### config.mk
export PLATFORM = sky130hd
export DESIGN_NAME = anu_dmem_bridge_flat
export DESIGN_NICKNAME = d
export VERILOG_FILES = /design/src/rtl/anu_dmem_bridge_if.sv /design/src/rtl/anu_dmem_bridge.sv /design/src/flat_wrapper.sv
export SDC_FILE = /design/constraint.sdc
export NUM_CORES = 1
export LEC_CHECK = 0
export CAP_MARGIN = 20
export CELL_PAD_IN_SITES_DETAIL_PLACEMENT = 0
export CELL_PAD_IN_SITES_GLOBAL_PLACEMENT = 1
export CORE_MARGIN = 5
export CORE_UTILIZATION = 36
export CTS_BUF_LIST = sky130_fd_sc_hd__clkbuf_8 sky130_fd_sc_hd__clkbuf_16
export DETAILED_ROUTE_END_ITERATION = 6
export PLACE_DENSITY = 0.83
export SYNTH_ARGS = -nofsm -noshare
export SYNTH_HDL_FRONTEND = slang
export SYNTH_SLANG_ARGS = --single-unit
### constraint.sdc
create_clock -name clk -period 3.45 [get_ports clk]
set_clock_uncertainty 0.1 [all_clocks]
set_input_delay 0.69 -clock clk [delete_from_list [all_inputs] [get_ports clk]]
set_output_delay 0.69 -clock clk [all_outputs]
set_load 0.02 [all_outputs]
### src/rtl/anu_dmem_bridge_if.sv
// Word-bus interface between the data-memory bridge and memory.
// master = bridge side, slave = memory side.
interface anu_dmem_bridge_if;
  logic        bus_valid;
  logic        bus_we;
  logic [31:0] bus_addr;
  logic [3:0]  bus_wstrb;
  logic [31:0] bus_wdata;
  logic        bus_ready;
  logic        bus_rvalid;
  logic [31:0] bus_rdata;

  modport master (
    output bus_valid, bus_we, bus_addr, bus_wstrb, bus_wdata,
    input  bus_ready, bus_rvalid, bus_rdata
  );

  modport slave (
    input  bus_valid, bus_we, bus_addr, bus_wstrb, bus_wdata,
    output bus_ready, bus_rvalid, bus_rdata
  );
endinterface

### src/rtl/anu_dmem_bridge.sv
// Data-memory bridge: core load/store port to valid/ready word bus, with lane steering,
// load extension, misalignment detection and bus timeout. Stalls the core per access.
module anu_dmem_bridge #(
  parameter int unsigned TIMEOUT = 255,
  parameter int unsigned CNT_W   = 8
) (
  input  logic                    clk,
  input  logic                    rst_n,
  input  logic                    req_valid,
  input  logic                    req_we,
  input  logic [1:0]              req_size,
  input  logic                    req_signed,
  input  logic [31:0]             req_addr,
  input  logic [31:0]             req_wdata,
  output logic                    stall,
  output logic [31:0]             rsp_rdata,
  output logic                    err,
  anu_dmem_bridge_if.master       bus
);

  typedef enum logic [1:0] {StIdle, StReq, StRdata, StDone} state_e;

  localparam bit             TmoEn   = (TIMEOUT != 32'd0);
  localparam logic [CNT_W-1:0] TmoLast = CNT_W'(TIMEOUT - 32'd1);

  state_e             state_q, state_d;
  logic [CNT_W-1:0]   cnt_q, cnt_d;
  logic [29:0]        addr_q;
  logic               we_q;
  logic [3:0]         wstrb_q;
  logic [31:0]        wdata_q;
  logic [1:0]         off_q;
  logic [1:0]         size_q;
  logic               signed_q;
  logic [31:0]        rdata_q, rdata_d;
  logic               err_q, err_d;
  logic               load_regs;

  logic               req_active;
  logic               misaligned;
  logic               tmo_hit;
  logic [3:0]         strb_new;
  logic [31:0]        wdata_new;
  logic [31:0]        shifted;
  logic [31:0]        ext_rdata;

  assign req_active = req_valid && (req_size != 2'b00);
  assign misaligned = ((req_size == 2'b10) && req_addr[0]) ||
                      ((req_size == 2'b11) && (req_addr[1:0] != 2'b00));
  assign tmo_hit    = TmoEn && (cnt_q == TmoLast);

  // Byte-lane steering of store data, computed from the live request and latched on IDLE exit.
  always_comb begin
    strb_new  = 4'b1111;
    wdata_new = req_wdata;
    case (req_size)
      2'b01: begin
        strb_new  = 4'b0001 << req_addr[1:0];
        wdata_new = {4{req_wdata[7:0]}};
      end
      2'b10: begin
        strb_new  = 4'b0011 << req_addr[1:0];
        wdata_new = {2{req_wdata[15:0]}};
      end
      default: ;
    endcase
    if (!req_we) begin
      strb_new  = 4'b0000;
      wdata_new = 32'h0;
    end
  end

  always_comb begin
    shifted   = bus.bus_rdata >> {off_q, 3'b000};
    ext_rdata = shifted;
    case (size_q)
      2'b01:   ext_rdata = {{24{signed_q & shifted[7]}}, shifted[7:0]};
      2'b10:   ext_rdata = {{16{signed_q & shifted[15]}}, shifted[15:0]};
      default: ;
    endcase
  end

  always_comb begin
    state_d   = state_q;
    cnt_d     = cnt_q;
    rdata_d   = rdata_q;
    err_d     = 1'b0;
    load_regs = 1'b0;
    unique case (state_q)
      StIdle: begin
        if (req_active) begin
          if (misaligned) begin
            state_d = StDone;
            err_d   = 1'b1;
            rdata_d = 32'h0;
          end else begin
            state_d   = StReq;
            cnt_d     = '0;
            load_regs = 1'b1;
          end
        end
      end
      StReq: begin
        cnt_d = cnt_q + CNT_W'(1);
        if (bus.bus_ready) begin
          if (we_q) begin
            state_d = StDone;
            rdata_d = 32'h0;
          end else if (bus.bus_rvalid) begin
            state_d = StDone;
            rdata_d = ext_rdata;
          end else begin
            state_d = StRdata;
            cnt_d   = '0;
          end
        end else if (tmo_hit) begin
          state_d = StDone;
          err_d   = 1'b1;
          rdata_d = 32'h0;
        end
      end
      StRdata: begin
        cnt_d = cnt_q + CNT_W'(1);
        if (bus.bus_rvalid) begin
          state_d = StDone;
          rdata_d = ext_rdata;
        end else if (tmo_hit) begin
          state_d = StDone;
          err_d   = 1'b1;
          rdata_d = 32'h0;
        end
      end
      StDone: begin
        state_d = StIdle;
      end
      default: state_d = StIdle;
    endcase
  end

  always_ff @(posedge clk or negedge rst_n) begin
    if (!rst_n) begin
      state_q  <= StIdle;
      cnt_q    <= '0;
      addr_q   <= '0;
      we_q     <= 1'b0;
      wstrb_q  <= 4'b0000;
      wdata_q  <= 32'h0;
      off_q    <= 2'b00;
      size_q   <= 2'b00;
      signed_q <= 1'b0;
      rdata_q  <= 32'h0;
      err_q    <= 1'b0;
    end else begin
      state_q <= state_d;
      cnt_q   <= cnt_d;
      rdata_q <= rdata_d;
      err_q   <= err_d;
      if (load_regs) begin
        addr_q   <= req_addr[31:2];
        we_q     <= req_we;
        wstrb_q  <= strb_new;
        wdata_q  <= wdata_new;
        off_q    <= req_addr[1:0];
        size_q   <= req_size;
        signed_q <= req_signed;
      end
    end
  end

  // Stall is gated by reset so a request held across reset does not freeze the core.
  assign stall = rst_n && ((state_q == StReq) || (state_q == StRdata) ||
                           ((state_q == StIdle) && req_active));

  assign rsp_rdata     = rdata_q;
  assign err           = err_q;
  assign bus.bus_valid = (state_q == StReq);
  assign bus.bus_we    = we_q;
  assign bus.bus_addr  = {addr_q, 2'b00};
  assign bus.bus_wstrb = wstrb_q;
  assign bus.bus_wdata = wdata_q;

endmodule

### src/flat_wrapper.sv
// flat-port wrapper written by rule: the top's interface ports become plain ports
module anu_dmem_bridge_flat 
#(
  parameter int unsigned TIMEOUT = 255,
  parameter int unsigned CNT_W   = 8
)
  (clk, rst_n, req_valid, req_we, req_size, req_signed, req_addr, req_wdata, stall, rsp_rdata, err, bus_bus_valid, bus_bus_we, bus_bus_addr, bus_bus_wstrb, bus_bus_wdata, bus_bus_ready, bus_bus_rvalid, bus_bus_rdata);
  anu_dmem_bridge_if bus_i ();
  input  logic clk;
  input  logic rst_n;
  input  logic req_valid;
  input  logic req_we;
  input  logic [1:0] req_size;
  input  logic req_signed;
  input  logic [31:0] req_addr;
  input  logic [31:0] req_wdata;
  output logic stall;
  output logic [31:0] rsp_rdata;
  output logic err;
  output wire logic [$bits(bus_i.bus_valid)-1:0] bus_bus_valid;
  output wire logic [$bits(bus_i.bus_we)-1:0] bus_bus_we;
  output wire logic [$bits(bus_i.bus_addr)-1:0] bus_bus_addr;
  output wire logic [$bits(bus_i.bus_wstrb)-1:0] bus_bus_wstrb;
  output wire logic [$bits(bus_i.bus_wdata)-1:0] bus_bus_wdata;
  input wire logic [$bits(bus_i.bus_ready)-1:0] bus_bus_ready;
  input wire logic [$bits(bus_i.bus_rvalid)-1:0] bus_bus_rvalid;
  input wire logic [$bits(bus_i.bus_rdata)-1:0] bus_bus_rdata;
  assign bus_bus_valid = bus_i.bus_valid;
  assign bus_bus_we = bus_i.bus_we;
  assign bus_bus_addr = bus_i.bus_addr;
  assign bus_bus_wstrb = bus_i.bus_wstrb;
  assign bus_bus_wdata = bus_i.bus_wdata;
  assign bus_i.bus_ready = bus_bus_ready;
  assign bus_i.bus_rvalid = bus_bus_rvalid;
  assign bus_i.bus_rdata = bus_bus_rdata;
  anu_dmem_bridge #(.TIMEOUT(TIMEOUT), .CNT_W(CNT_W)) u_core (.clk(clk), .rst_n(rst_n), .req_valid(req_valid), .req_we(req_we), .req_size(req_size), .req_signed(req_signed), .req_addr(req_addr), .req_wdata(req_wdata), .stall(stall), .rsp_rdata(rsp_rdata), .err(err), .bus(bus_i));
endmodule
==> results.cfg <==
[clocking]
cts_tree = done
cts.htree.levels = 4
cts_buffers = 17
cts_setup_buffers = 0
clock_path_buffers = 2
cts_resized = 0
insertion_delay_ns = 0.41
cts-root-buf = clkbuf_16
clock-sinks = 115
cts.clk_slew.worst_paths_ns = 0.05
cts_hold_buf = 0

[placed_design]
port_buffers = 206
dp_hpwl_mm = 12.65
dpl.cell_count = 950
place_ws_ns = 0.08355
gp_congestion = 0.8819

[die]
initial_core_util = 0.3701
core-area_um2 = 15310
die_w_um = 135.5
io_pins = 209
dieHeight_um = 135.5
rows = 45
die_area_um2 = 18350

[synthesis]
synth_cells = 552
synth_top_area_share = 0.5077
synth_area_leaders = dfrtp_1 (51%), nand2_1 (7.0%), mux2_1 (6.8%)
synthArstFlopShare = 1.000
yosysSeqAreaShare = 0.5077
syn_area_um2 = 5668
yosysWarnings = 0
synth_seq_cells = 115
ys.flop_type = dfrtp_1
yosysTopAreaCell = dfrtp_1
synth-edff-count = 0
syn-mean-instance-area_um2 = 10.27
yosys.cell_types.count = 46

[min_path]
hp-class = primary input to async pin

[worst_setup_path]
slowest_delay_ns = 0.52
start_kind = primary input
cp-end-kind = primary output
critPathRequiredTime_ns = 2.66
crit_arrival_ns = 2.17
cp_max_fo = 3
crit_type = primary input to primary output
path_cells = clkdlybuf4s50_1 -> inv_1 -> ha_1 -> nand2b_2 -> nor2_1 -> o21a_1 -> dlymetal6s2s_1
crit_slowest_cell = clkdlybuf4s50_1

[sta]
worst_pin_slew_ns = 0.8257
period_share = 0.8566
grt_setup_unrepaired = false
slew_headroom = 0.4495
fmax_mhz = 338.4
finalHoldViolCount = 0
final-max-slew-violation-count = 0
finalSetupViolCount = 0
fin_crit_ns = 2.955
worst_slack_ns = 0.4948
tns_ns = 0

[outcome]
outcome = finished, final reports clean

[layout]
fillCellCount = 1322
insertedDiodeCount = 0
fin_cells = 982
nets = 876
area_growth_pct = 51.88
drive_above_1_share = 0.1012

[detailed_routing]
dr.pass1.iters = 5
viasPerCell = 5.076
drt.antenna.violating_nets = 0
via_count = 4985
drc = 0
wl_mm = 16.65
drt_iter0_drc = 324
wl_per_cell_um = 16.95

[global_routing]
grt_max_degree = 65
gr-usage-all-layers = 0.1857
first_global_vias = 4982
grt_pass1_wl_mm = 26.92
overflow = 0
antenna_found_initial = 0

[pwr]
ir_worst_vdd_mv = 0.4228
power_density_nw_per_um2 = 877.7
p_leak_nw = 3.613

[job]
drv_cap = 0
[state kept, by name, indices dropped and copies added (netlist names)]
register	cells
u_core.state_q	2
u_core.off_q	2
u_core.rsp_rdata	32
u_core.err	1
u_core.addr_q	30
u_core.cnt_q	8
u_core.signed_q	1
u_core.bus.bus_we	1
u_core.size_q	2
u_core.bus.bus_wstrb	4
u_core.bus.bus_wdata	32
[path summary, 6_finish.rpt]
kind,from,end,slack [ns],depth (start not counted)
hold / removal,rst_n,u_core.bus.bus_wstrb[0],0.33,2
min in group clk,u_core.bus.bus_wdata[6],u_core.bus.bus_wdata[6],0.38,2
setup / recovery,req_size[0],stall,0.49,7
setup reg to reg,u_core.off_q[1],u_core.rsp_rdata[27],1.05,6
hold reg to reg,u_core.bus.bus_wdata[6],u_core.bus.bus_wdata[6],0.38,2
max in group asynchronous,rst_n,u_core.rsp_rdata[31],1.64,3
[area by class of cell]
class                           count  area, µm²  share of cell area
Timing Repair Buffer              223       2190              0.2544
Inverter                           10      37.54            0.004360
Clock buffer                       20      466.7             0.05422
Clock inverter                     12      177.7             0.02064
Tap cell                          211      264.0             0.03067
Sequential cell                   115       2878              0.3343
Multi-Input combinational cell    391       2595              0.3015
[metrics by stage]
stage / instance area [µm²] / util / total power, mW / hold WS, ns
floorplan: 5672 / - / 4.140 / 0.2944
global placement: 7961 / 0.5199 / 5.638 / 0.3704
detailed placement: 7961 / 0.5199 / 5.723 / 0.3759
CTS: 8606 / 0.5619 / 7.642 / 0.3638
global route: 8608 / 0.5621 / 8.010 / 0.3955
finish: 8608 / 0.5621 / 7.556 / 0.3322
[synth_stat cells, types with 2 or more instances]
cell and count:
dfrtp_1 115, buf_2 9, a21boi_0 8, a22oi_1 9
nor2_1 15, nand2_1 105, nand3_1 6, mux2_2 15
clkbuf_1 22, or2_1 2, o41ai_1 2, o21a_1 2
inv_1 9, o21ai_1 59, o21ai_0 40, o21ai_2 2
or2_2 2, a31oi_1 2, a21oi_1 12, buf_4 5
o31ai_1 6, mux2i_1 9, ha_1 13, nand2b_1 2
nor2b_1 4, a221o_1 16, o2bb2ai_1 9, mux2_1 34
[cell families after synthesis]
| family | Yosys count | synth area share |
|---|---|---|
| and+or+nand+nor | 144 | 0.1128 |
| muxes | 59 | 0.1172 |
| AOI/OAI and AO/OA | 173 | 0.1965 |
| DFF | 115 | 0.5077 |
| other | 1 | 0.0006616 |
| adders and majority gates | 13 | 0.02870 |
| buffers and inverters | 47 | 0.03642 |
[where the power goes]
| part | switching [mW] | total, mW | internal [mW] |
|---|---|---|---|
| sequential | 0.350 | 2.22 | 1.87 |
| combinational | 1.86 | 3.45 | 1.59 |
| clock | 0.619 | 1.88 | 1.27 |
[per-layer routing]
layer  GRT usage  vias to the layer above  wire, µm
met1      0.2346                     2374      7078
met3     0.06538                       28      1406
li1            -                     2381         -
met4     0.06271                        0       342
met5           0                        -         0
met2      0.2970                      202      7819
[placed cells by master (no fill, tap or decap), types with 3 or more instances in the layout]
cell	n
ha_1	13
o21ai_0	40
nor2_1	15
a221o_1	16
a21oi_1	12
mux2_2	15
mux2_1	34
mux2i_1	9
clkinvlp_4	4
a21boi_0	8
o21ai_1	59
nand2_1	104
clkbuf_16	17
inv_1	9
clkdlybuf4s50_1	204
nand3_1	6
bufinv_16	4
a22oi_1	9
o2bb2ai_1	9
clkbuf_8	3
buf_4	18
o31ai_1	6
dfrtp_1	115
nor2b_1	4
[critical path, delay by kind of cell]
family | cells | cell delay (ns)
adders and majority gates | 1 | 0.20
and+or+nand+nor | 2 | 0.31
AOI/OAI and AO/OA | 1 | 0.13
buffers and inverters | 3 | 0.83
Power figures use the tool's default switching activity.
